--- config.mk ---
export PLATFORM = sky130hd
export DESIGN_NAME = keypad_num_entry_flat
export DESIGN_NICKNAME = d
export VERILOG_FILES = /design/src/rtl/keypad_num_entry_if.sv /design/src/rtl/keypad_num_entry.sv /design/src/flat_wrapper.sv
export SDC_FILE = /design/constraint.sdc
export NUM_CORES = 1
export LEC_CHECK = 0
export CORE_ASPECT_RATIO = 1.4
export CORE_UTILIZATION = 44
export CTS_CLUSTER_DIAMETER = 120
export DETAILED_ROUTE_END_ITERATION = 12
export GPL_TIMING_DRIVEN = 0
export SYNTH_ARGS = -nofsm -noshare
export SYNTH_HDL_FRONTEND = slang
export SYNTH_SLANG_ARGS = --single-unit
--- constraint.sdc ---
create_clock -name clk -period 4.3 [get_ports clk]
set_input_delay 0.86 -clock clk [delete_from_list [all_inputs] [get_ports clk]]
set_output_delay 0.86 -clock clk [all_outputs]
set_load 0.05 [all_outputs]
--- src/rtl/keypad_num_entry_if.sv ---
// Keypad matrix plus number-entry result signals for keypad_num_entry.
// The master side is the scanner/entry block; the slave side is the keypad and its consumers.
interface keypad_num_entry_if;
    logic [3:0] col_n;
    logic [3:0] row_n;
    logic [7:0] edit_value;
    logic [7:0] value;
    logic       valid;
    logic       err;

    modport master (
        input  col_n,
        output row_n,
        output edit_value,
        output value,
        output valid,
        output err
    );

    modport slave (
        output col_n,
        input  row_n,
        input  edit_value,
        input  value,
        input  valid,
        input  err
    );
endinterface

--- src/rtl/keypad_num_entry.sv ---
// 4x4 keypad scanner with frame debounce and sign-magnitude decimal entry (0..127).
// Key codes are 4*row+col; digits 0..9, A=sign, B=backspace, C=clear, D=commit.
module keypad_num_entry #(
    parameter int unsigned SCAN_DIV       = 100000,
    parameter int unsigned DEBOUNCE_SCANS = 4
) (
    input  logic                clk,
    input  logic                rst,
    keypad_num_entry_if.master  kp
);

    localparam int unsigned DivW = (SCAN_DIV > 1) ? $clog2(SCAN_DIV) : 1;
    localparam int unsigned DbW  = $clog2(DEBOUNCE_SCANS + 1);

    typedef enum logic {StReleased, StPressed} key_state_e;

    logic [DivW-1:0] div_q;
    logic [1:0]      row_q;
    logic [3:0]      col_s1_q, col_s2_q;
    logic [15:0]     frame_q, frame_now;
    logic            row_end, frame_end;

    assign row_end   = (div_q == DivW'(SCAN_DIV - 1));
    assign frame_end = row_end && (row_q == 2'd3);

    always_ff @(posedge clk or posedge rst) begin
        if (rst) begin
            div_q    <= '0;
            row_q    <= 2'd0;
            col_s1_q <= 4'hF;
            col_s2_q <= 4'hF;
            frame_q  <= '0;
        end else begin
            col_s1_q <= kp.col_n;
            col_s2_q <= col_s1_q;
            if (row_end) begin
                div_q                         <= '0;
                row_q                         <= row_q + 2'd1;
                frame_q[{row_q, 2'b00} +: 4] <= ~col_s2_q;
            end else begin
                div_q <= div_q + DivW'(1);
            end
        end
    end

    // Decode sees the row-3 sample being taken this cycle, not the stale stored copy.
    always_comb begin
        frame_now        = frame_q;
        frame_now[15:12] = ~col_s2_q;
    end

    logic       cand_hit;
    logic [3:0] cand_code;
    logic [4:0] cand;

    always_comb begin
        cand_code = 4'd0;
        for (int i = 0; i < 16; i++) begin
            if (frame_now[i]) cand_code = 4'(i);
        end
        cand_hit = (frame_now != 16'd0) && ((frame_now & (frame_now - 16'd1)) == 16'd0);
        cand     = cand_hit ? {1'b1, cand_code} : 5'd0;
    end

    logic [4:0]     prev_q;
    logic [DbW-1:0] db_cnt_q, db_cnt_d;
    logic           stable;
    key_state_e     state_q, state_d;
    logic           ev_d, ev_q;
    logic [3:0]     ev_code_q;

    always_comb begin
        db_cnt_d = db_cnt_q;
        if (frame_end) begin
            if (cand != prev_q) begin
                db_cnt_d = DbW'(1);
            end else if (db_cnt_q < DbW'(DEBOUNCE_SCANS)) begin
                db_cnt_d = db_cnt_q + DbW'(1);
            end
        end
    end

    assign stable = frame_end && (db_cnt_d == DbW'(DEBOUNCE_SCANS));

    always_comb begin
        state_d = state_q;
        ev_d    = 1'b0;
        case (state_q)
            StReleased: begin
                if (stable && cand[4]) begin
                    state_d = StPressed;
                    ev_d    = 1'b1;
                end
            end
            StPressed: begin
                if (stable && !cand[4]) state_d = StReleased;
            end
            default: state_d = StReleased;
        endcase
    end

    always_ff @(posedge clk or posedge rst) begin
        if (rst) begin
            prev_q    <= 5'd0;
            db_cnt_q  <= '0;
            state_q   <= StReleased;
            ev_q      <= 1'b0;
            ev_code_q <= 4'd0;
        end else begin
            if (frame_end) prev_q <= cand;
            db_cnt_q <= db_cnt_d;
            state_q  <= state_d;
            ev_q     <= ev_d;
            if (ev_d) ev_code_q <= cand[3:0];
        end
    end

    logic [6:0]  mag_q, mag_d;
    logic        sign_q, sign_d;
    logic [1:0]  cnt_q, cnt_d;
    logic [7:0]  value_q, value_d;
    logic        valid_q, valid_d, err_q, err_d;
    logic [1:0]  key_row, key_col;
    logic        is_digit;
    logic [3:0]  digit;
    logic [10:0] prod;

    assign key_row  = ev_code_q[3:2];
    assign key_col  = ev_code_q[1:0];
    assign is_digit = ((key_col != 2'd3) && (key_row != 2'd3)) || (ev_code_q == 4'd13);
    assign digit    = (ev_code_q == 4'd13) ? 4'd0
                    : ({2'b00, key_row} * 4'd3 + {2'b00, key_col} + 4'd1);
    assign prod     = 11'(mag_q) * 11'd10 + 11'(digit);

    always_comb begin
        mag_d   = mag_q;
        sign_d  = sign_q;
        cnt_d   = cnt_q;
        value_d = value_q;
        valid_d = 1'b0;
        err_d   = 1'b0;
        if (ev_q) begin
            if (is_digit) begin
                if ((cnt_q == 2'd3) || (prod > 11'd127)) begin
                    err_d = 1'b1;
                end else begin
                    mag_d = 7'(prod);
                    cnt_d = cnt_q + 2'd1;
                end
            end else begin
                case (ev_code_q)
                    4'd3: sign_d = ~sign_q;
                    4'd7: begin
                        if (cnt_q != 2'd0) begin
                            mag_d = mag_q / 7'd10;
                            cnt_d = cnt_q - 2'd1;
                        end
                    end
                    4'd11: begin
                        mag_d  = 7'd0;
                        sign_d = 1'b0;
                        cnt_d  = 2'd0;
                    end
                    4'd15: begin
                        // Sign is dropped on zero so a committed value is never 0x80.
                        value_d = {sign_q & (mag_q != 7'd0), mag_q};
                        valid_d = 1'b1;
                        mag_d   = 7'd0;
                        sign_d  = 1'b0;
                        cnt_d   = 2'd0;
                    end
                    default: ;
                endcase
            end
        end
    end

    always_ff @(posedge clk or posedge rst) begin
        if (rst) begin
            mag_q   <= 7'd0;
            sign_q  <= 1'b0;
            cnt_q   <= 2'd0;
            value_q <= 8'd0;
            valid_q <= 1'b0;
            err_q   <= 1'b0;
        end else begin
            mag_q   <= mag_d;
            sign_q  <= sign_d;
            cnt_q   <= cnt_d;
            value_q <= value_d;
            valid_q <= valid_d;
            err_q   <= err_d;
        end
    end

    assign kp.row_n      = ~(4'b0001 << row_q);
    assign kp.edit_value = {sign_q, mag_q};
    assign kp.value      = value_q;
    assign kp.valid      = valid_q;
    assign kp.err        = err_q;

endmodule
--- src/flat_wrapper.sv ---
// flat-port wrapper written by rule: the top's interface ports become plain ports
module keypad_num_entry_flat 
#(
    parameter int unsigned SCAN_DIV       = 100000,
    parameter int unsigned DEBOUNCE_SCANS = 4
)
  (clk, rst, kp_col_n, kp_row_n, kp_edit_value, kp_value, kp_valid, kp_err);
  keypad_num_entry_if kp_i ();
  input  logic clk;
  input  logic rst;
  input wire logic [$bits(kp_i.col_n)-1:0] kp_col_n;
  output wire logic [$bits(kp_i.row_n)-1:0] kp_row_n;
  output wire logic [$bits(kp_i.edit_value)-1:0] kp_edit_value;
  output wire logic [$bits(kp_i.value)-1:0] kp_value;
  output wire logic [$bits(kp_i.valid)-1:0] kp_valid;
  output wire logic [$bits(kp_i.err)-1:0] kp_err;
  assign kp_i.col_n = kp_col_n;
  assign kp_row_n = kp_i.row_n;
  assign kp_edit_value = kp_i.edit_value;
  assign kp_value = kp_i.value;
  assign kp_valid = kp_i.valid;
  assign kp_err = kp_i.err;
  keypad_num_entry #(.SCAN_DIV(SCAN_DIV), .DEBOUNCE_SCANS(DEBOUNCE_SCANS)) u_core (.clk(clk), .rst(rst), .kp(kp_i));
endmodule
==> metrics <==
H-tree depth 3; P_int 1.15 mW; Hold Startpoint u_core.col_s1_q[2]; largest family of logic cells by synthesized area simple AND/OR/NAND/NOR gates; 1st-iter DRT viols 152; uppermost layer routed met4; Synth-to-Final Area Change 16.7%; Worst Setup Start Kind flip-flop; Die W 85.7 um; Final ANT Viol Nets 0; Post-Synth Simple-Gate Area 0.204; worst-margin pin slew 0.900 ns; Placed Area 4750 um^2; grt total ovfl 0; commonest cells after routing, fill and taps aside dfrtp_1, nand2_1, nor2_1, ha_1, clkdlybuf4s50_1; Post-Syn Nets 481; Pleak 2.23 nW; vias in the first global route 3421; fin area 5030 um^2; Critical Path Fanout Max 9; peak supply drop 244 uV; met2 WL 5.05 mm; clk_skew 0.00657 ns; Post-Syn Area 4310 um^2; largest net degree at the start of global routing 74; GRT Resource Usage Total 0.208; min Tclk post-route 4.02 ns; Initial Util 0.454; placed cells 601; CTS Sinks 73; Antenna diodes 0; # hold bufs at CTS 0; Final Net Count 519; root buffer cell clkbuf_16; Worst-path clk slew 0.06 ns; Worst Hold Class flip-flop to flip-flop; XOR/XNOR share of the synthesized area 0.0447; Post-synth EDFFs 0; Post-Layout Cell Count 616; Reg2Reg Depth 12; mux cell area share after synthesis 0.0357; Relative slew margins 0.400; wirelength, routed 9.31 mm; via count 3367; Max clock buf depth 2; # rows 42; max-slew violation count 0; Num CTS Buffers 9; Post-synth ARST share 1.00; global placer's final weighted congestion 0.801; Metal-1 WL 3.83 mm; Post-Syn Instances 442; Compound-Gate Fraction of Synth Area 0.153; Die ar. 10200 um^2; CP Data Arrival Time 4.24 ns; Final setup viols 0; Hold Path End u_core.col_s2_q[2]; status finished, final reports clean; Final HPWL DP 6.79 mm; reg2reg end u_core.mag_q[3]; Switch Pwr 0.306 mW; Tcrit/Tclk final 0.935; CP endpoint kind flip-flop; syn_area_per_cell 9.76 um^2; max_cap viols 0; final hold violations 0; TritonCTS clock tree built; Final Power 1.46 mW; R2R Setup Slk 0.28 ns; Clock Power Share 0.495; WHS Path Cells 0; Worst Path Class, Setup flip-flop to flip-flop; Hold WS 0.355 ns; WL/cell 15.1 um; combinational group share of total power 0.027; Max Fclk 249 MHz; port bufs 27; DRC 0; number of synthesized register bits 73; worst skew pair latency 0.34 ns; fraction of layout instances using a drive strength above 1 0.0930; sw frac 0.210; first-pass GRT wire length 16.5 mm; RSZ-0062 raised after global routing false; Die Height 119 um; routed via count divided by cell count 5.47; IO Count 28; Synth Warn # 0; Main synth FF type dfrtp_1; Synth cell types 64; initial antenna violation count 0; DR pass1 iterations 4; Worst EP required 4.52 ns; setup TNS 0 ns; core footprint 9510 um^2; Synth Area in Adders 0.105; power share of the sequential group 0.478; met3 wire len 209 um; reg2reg start u_core.ev_code_q[1]; sequential area share after synthesis 0.426; Pwr Density 289 nW/um^2; commonest non-fill, non-tap cell in the layout dfrtp_1
-- cells in the mapped netlist, types with 8 or more instances --
cell type	number	area, um^2
o31ai_1	16	120
clkbuf_1	11	41.3
nand4_1	9	56.3
a21oi_1	18	90.1
o21ai_0	21	105
dfrtp_1	65	1630
xor2_1	11	96.3
ha_1	29	363
xnor2_1	11	96.3
nor3_1	8	40.0
nor2_1	34	128
nand3_1	14	70.1
nand2_1	52	195
dfstp_2	8	210
inv_1	21	78.8
-- power by group through the flow --
stage          Combinational, mW  Sequential [mW]  Clock (mW)
2_1_floorplan             0.0256            0.707           0
3_3_place_gp              0.0395            0.708           0
3_5_place_dp              0.0407            0.708           0
4_1_cts                   0.0409            0.696       0.741
5_1_grt                   0.0450            0.696       0.777
6_report                  0.0391            0.696       0.721
-- routing by layer --
layer  global-route usage  up-vias
met5                    0        -
met4               0.0927        0
met3               0.0457       13
met2                0.383       55
met1                0.224     1630
li1                     -     1669
-- kinds of logic (layout without fill, tap and decap cells) --
| group | count (synthesis) | in the layout |
|---|---|---|
| XOR/XNOR | 22 | 22 |
| AO/OA/AOI/OAI | 97 | 97 |
| flip-flops | 73 | 73 |
| buffers and inverters | 35 | 77 |
| multiplexers | 14 | 14 |
| adder cells (fa/ha/maj) | 34 | 34 |
| AND/OR/NAND/NOR | 167 | 167 |
-- state kept, by name (all words and copies together) (netlist names), named ones only --
name              flops
u_core.row_q          2
u_core.col_s2_q       4
u_core.kp.valid       1
u_core.cnt_q          2
u_core.mag_q          7
u_core.col_s1_q       4
u_core.sign_q         1
u_core.prev_q         5
u_core.db_cnt_q       3
u_core.kp.value       8
u_core.ev_q           1
u_core.kp.err         1
u_core.div_q         17
u_core.ev_code_q      4
u_core.frame_q       12
-- how the worst max path moves through the flow --
stage	start	end	slack, ns	cells past startpoint
after floorplan	u_core.ev_code_q[1]	u_core.mag_q[0]	0.52	12
after global placement	u_core.ev_code_q[1]	u_core.mag_q[3]	0.13	12
after detailed placement	u_core.ev_code_q[1]	u_core.mag_q[3]	0.03	12
after CTS	u_core.ev_code_q[1]	u_core.mag_q[3]	0.01	12
after global routing	u_core.ev_code_q[1]	u_core.mag_q[0]	0.09	12
final	u_core.ev_code_q[1]	u_core.mag_q[3]	0.28	12
-- cell type report --
| type | count | area [um^2] |
|---|---|---|
| Multi-Input combinational cell | 334 | 2340 |
| Inverter | 21 | 81.3 |
| Timing Repair Buffer | 27 | 270 |
| Fill cell | 916 | 4480 |
| Tap cell | 132 | 165 |
| Clock buffer | 12 | 236 |
| Clock inverter | 3 | 42.5 |
| Sequential cell | 73 | 1840 |
| Buffer | 14 | 58.8 |
-- worst max-delay path, stage by stage (launching register included) --
cell and delay [ns]:
dfrtp_1 0.43, fa_1 0.57, inv_1 0.07, fa_1 0.41, xor2_1 0.15, nor2_1 0.20
ha_1 0.28, a21o_1 0.18, a21o_1 0.21, nor3_1 0.19, o221ai_1 0.30, a21oi_2 0.53
mux2_2 0.39
-- stage by stage --
step | worst slack, ns | utilization
6_report | 0.281 | 0.529
5_1_grt | 0.0920 | 0.529
4_1_cts | 0.00969 | 0.529
3_5_place_dp | 0.0306 | 0.500
3_3_place_gp | 0.130 | 0.499
2_1_floorplan | 0.523 | -
-- timing repair --
item / CTS / global route
setup buffers: 0 / 0
gates resized for setup: 0 / 1
setup endpoints to repair: 0 / 2
(Power assumes the default switching activity.)
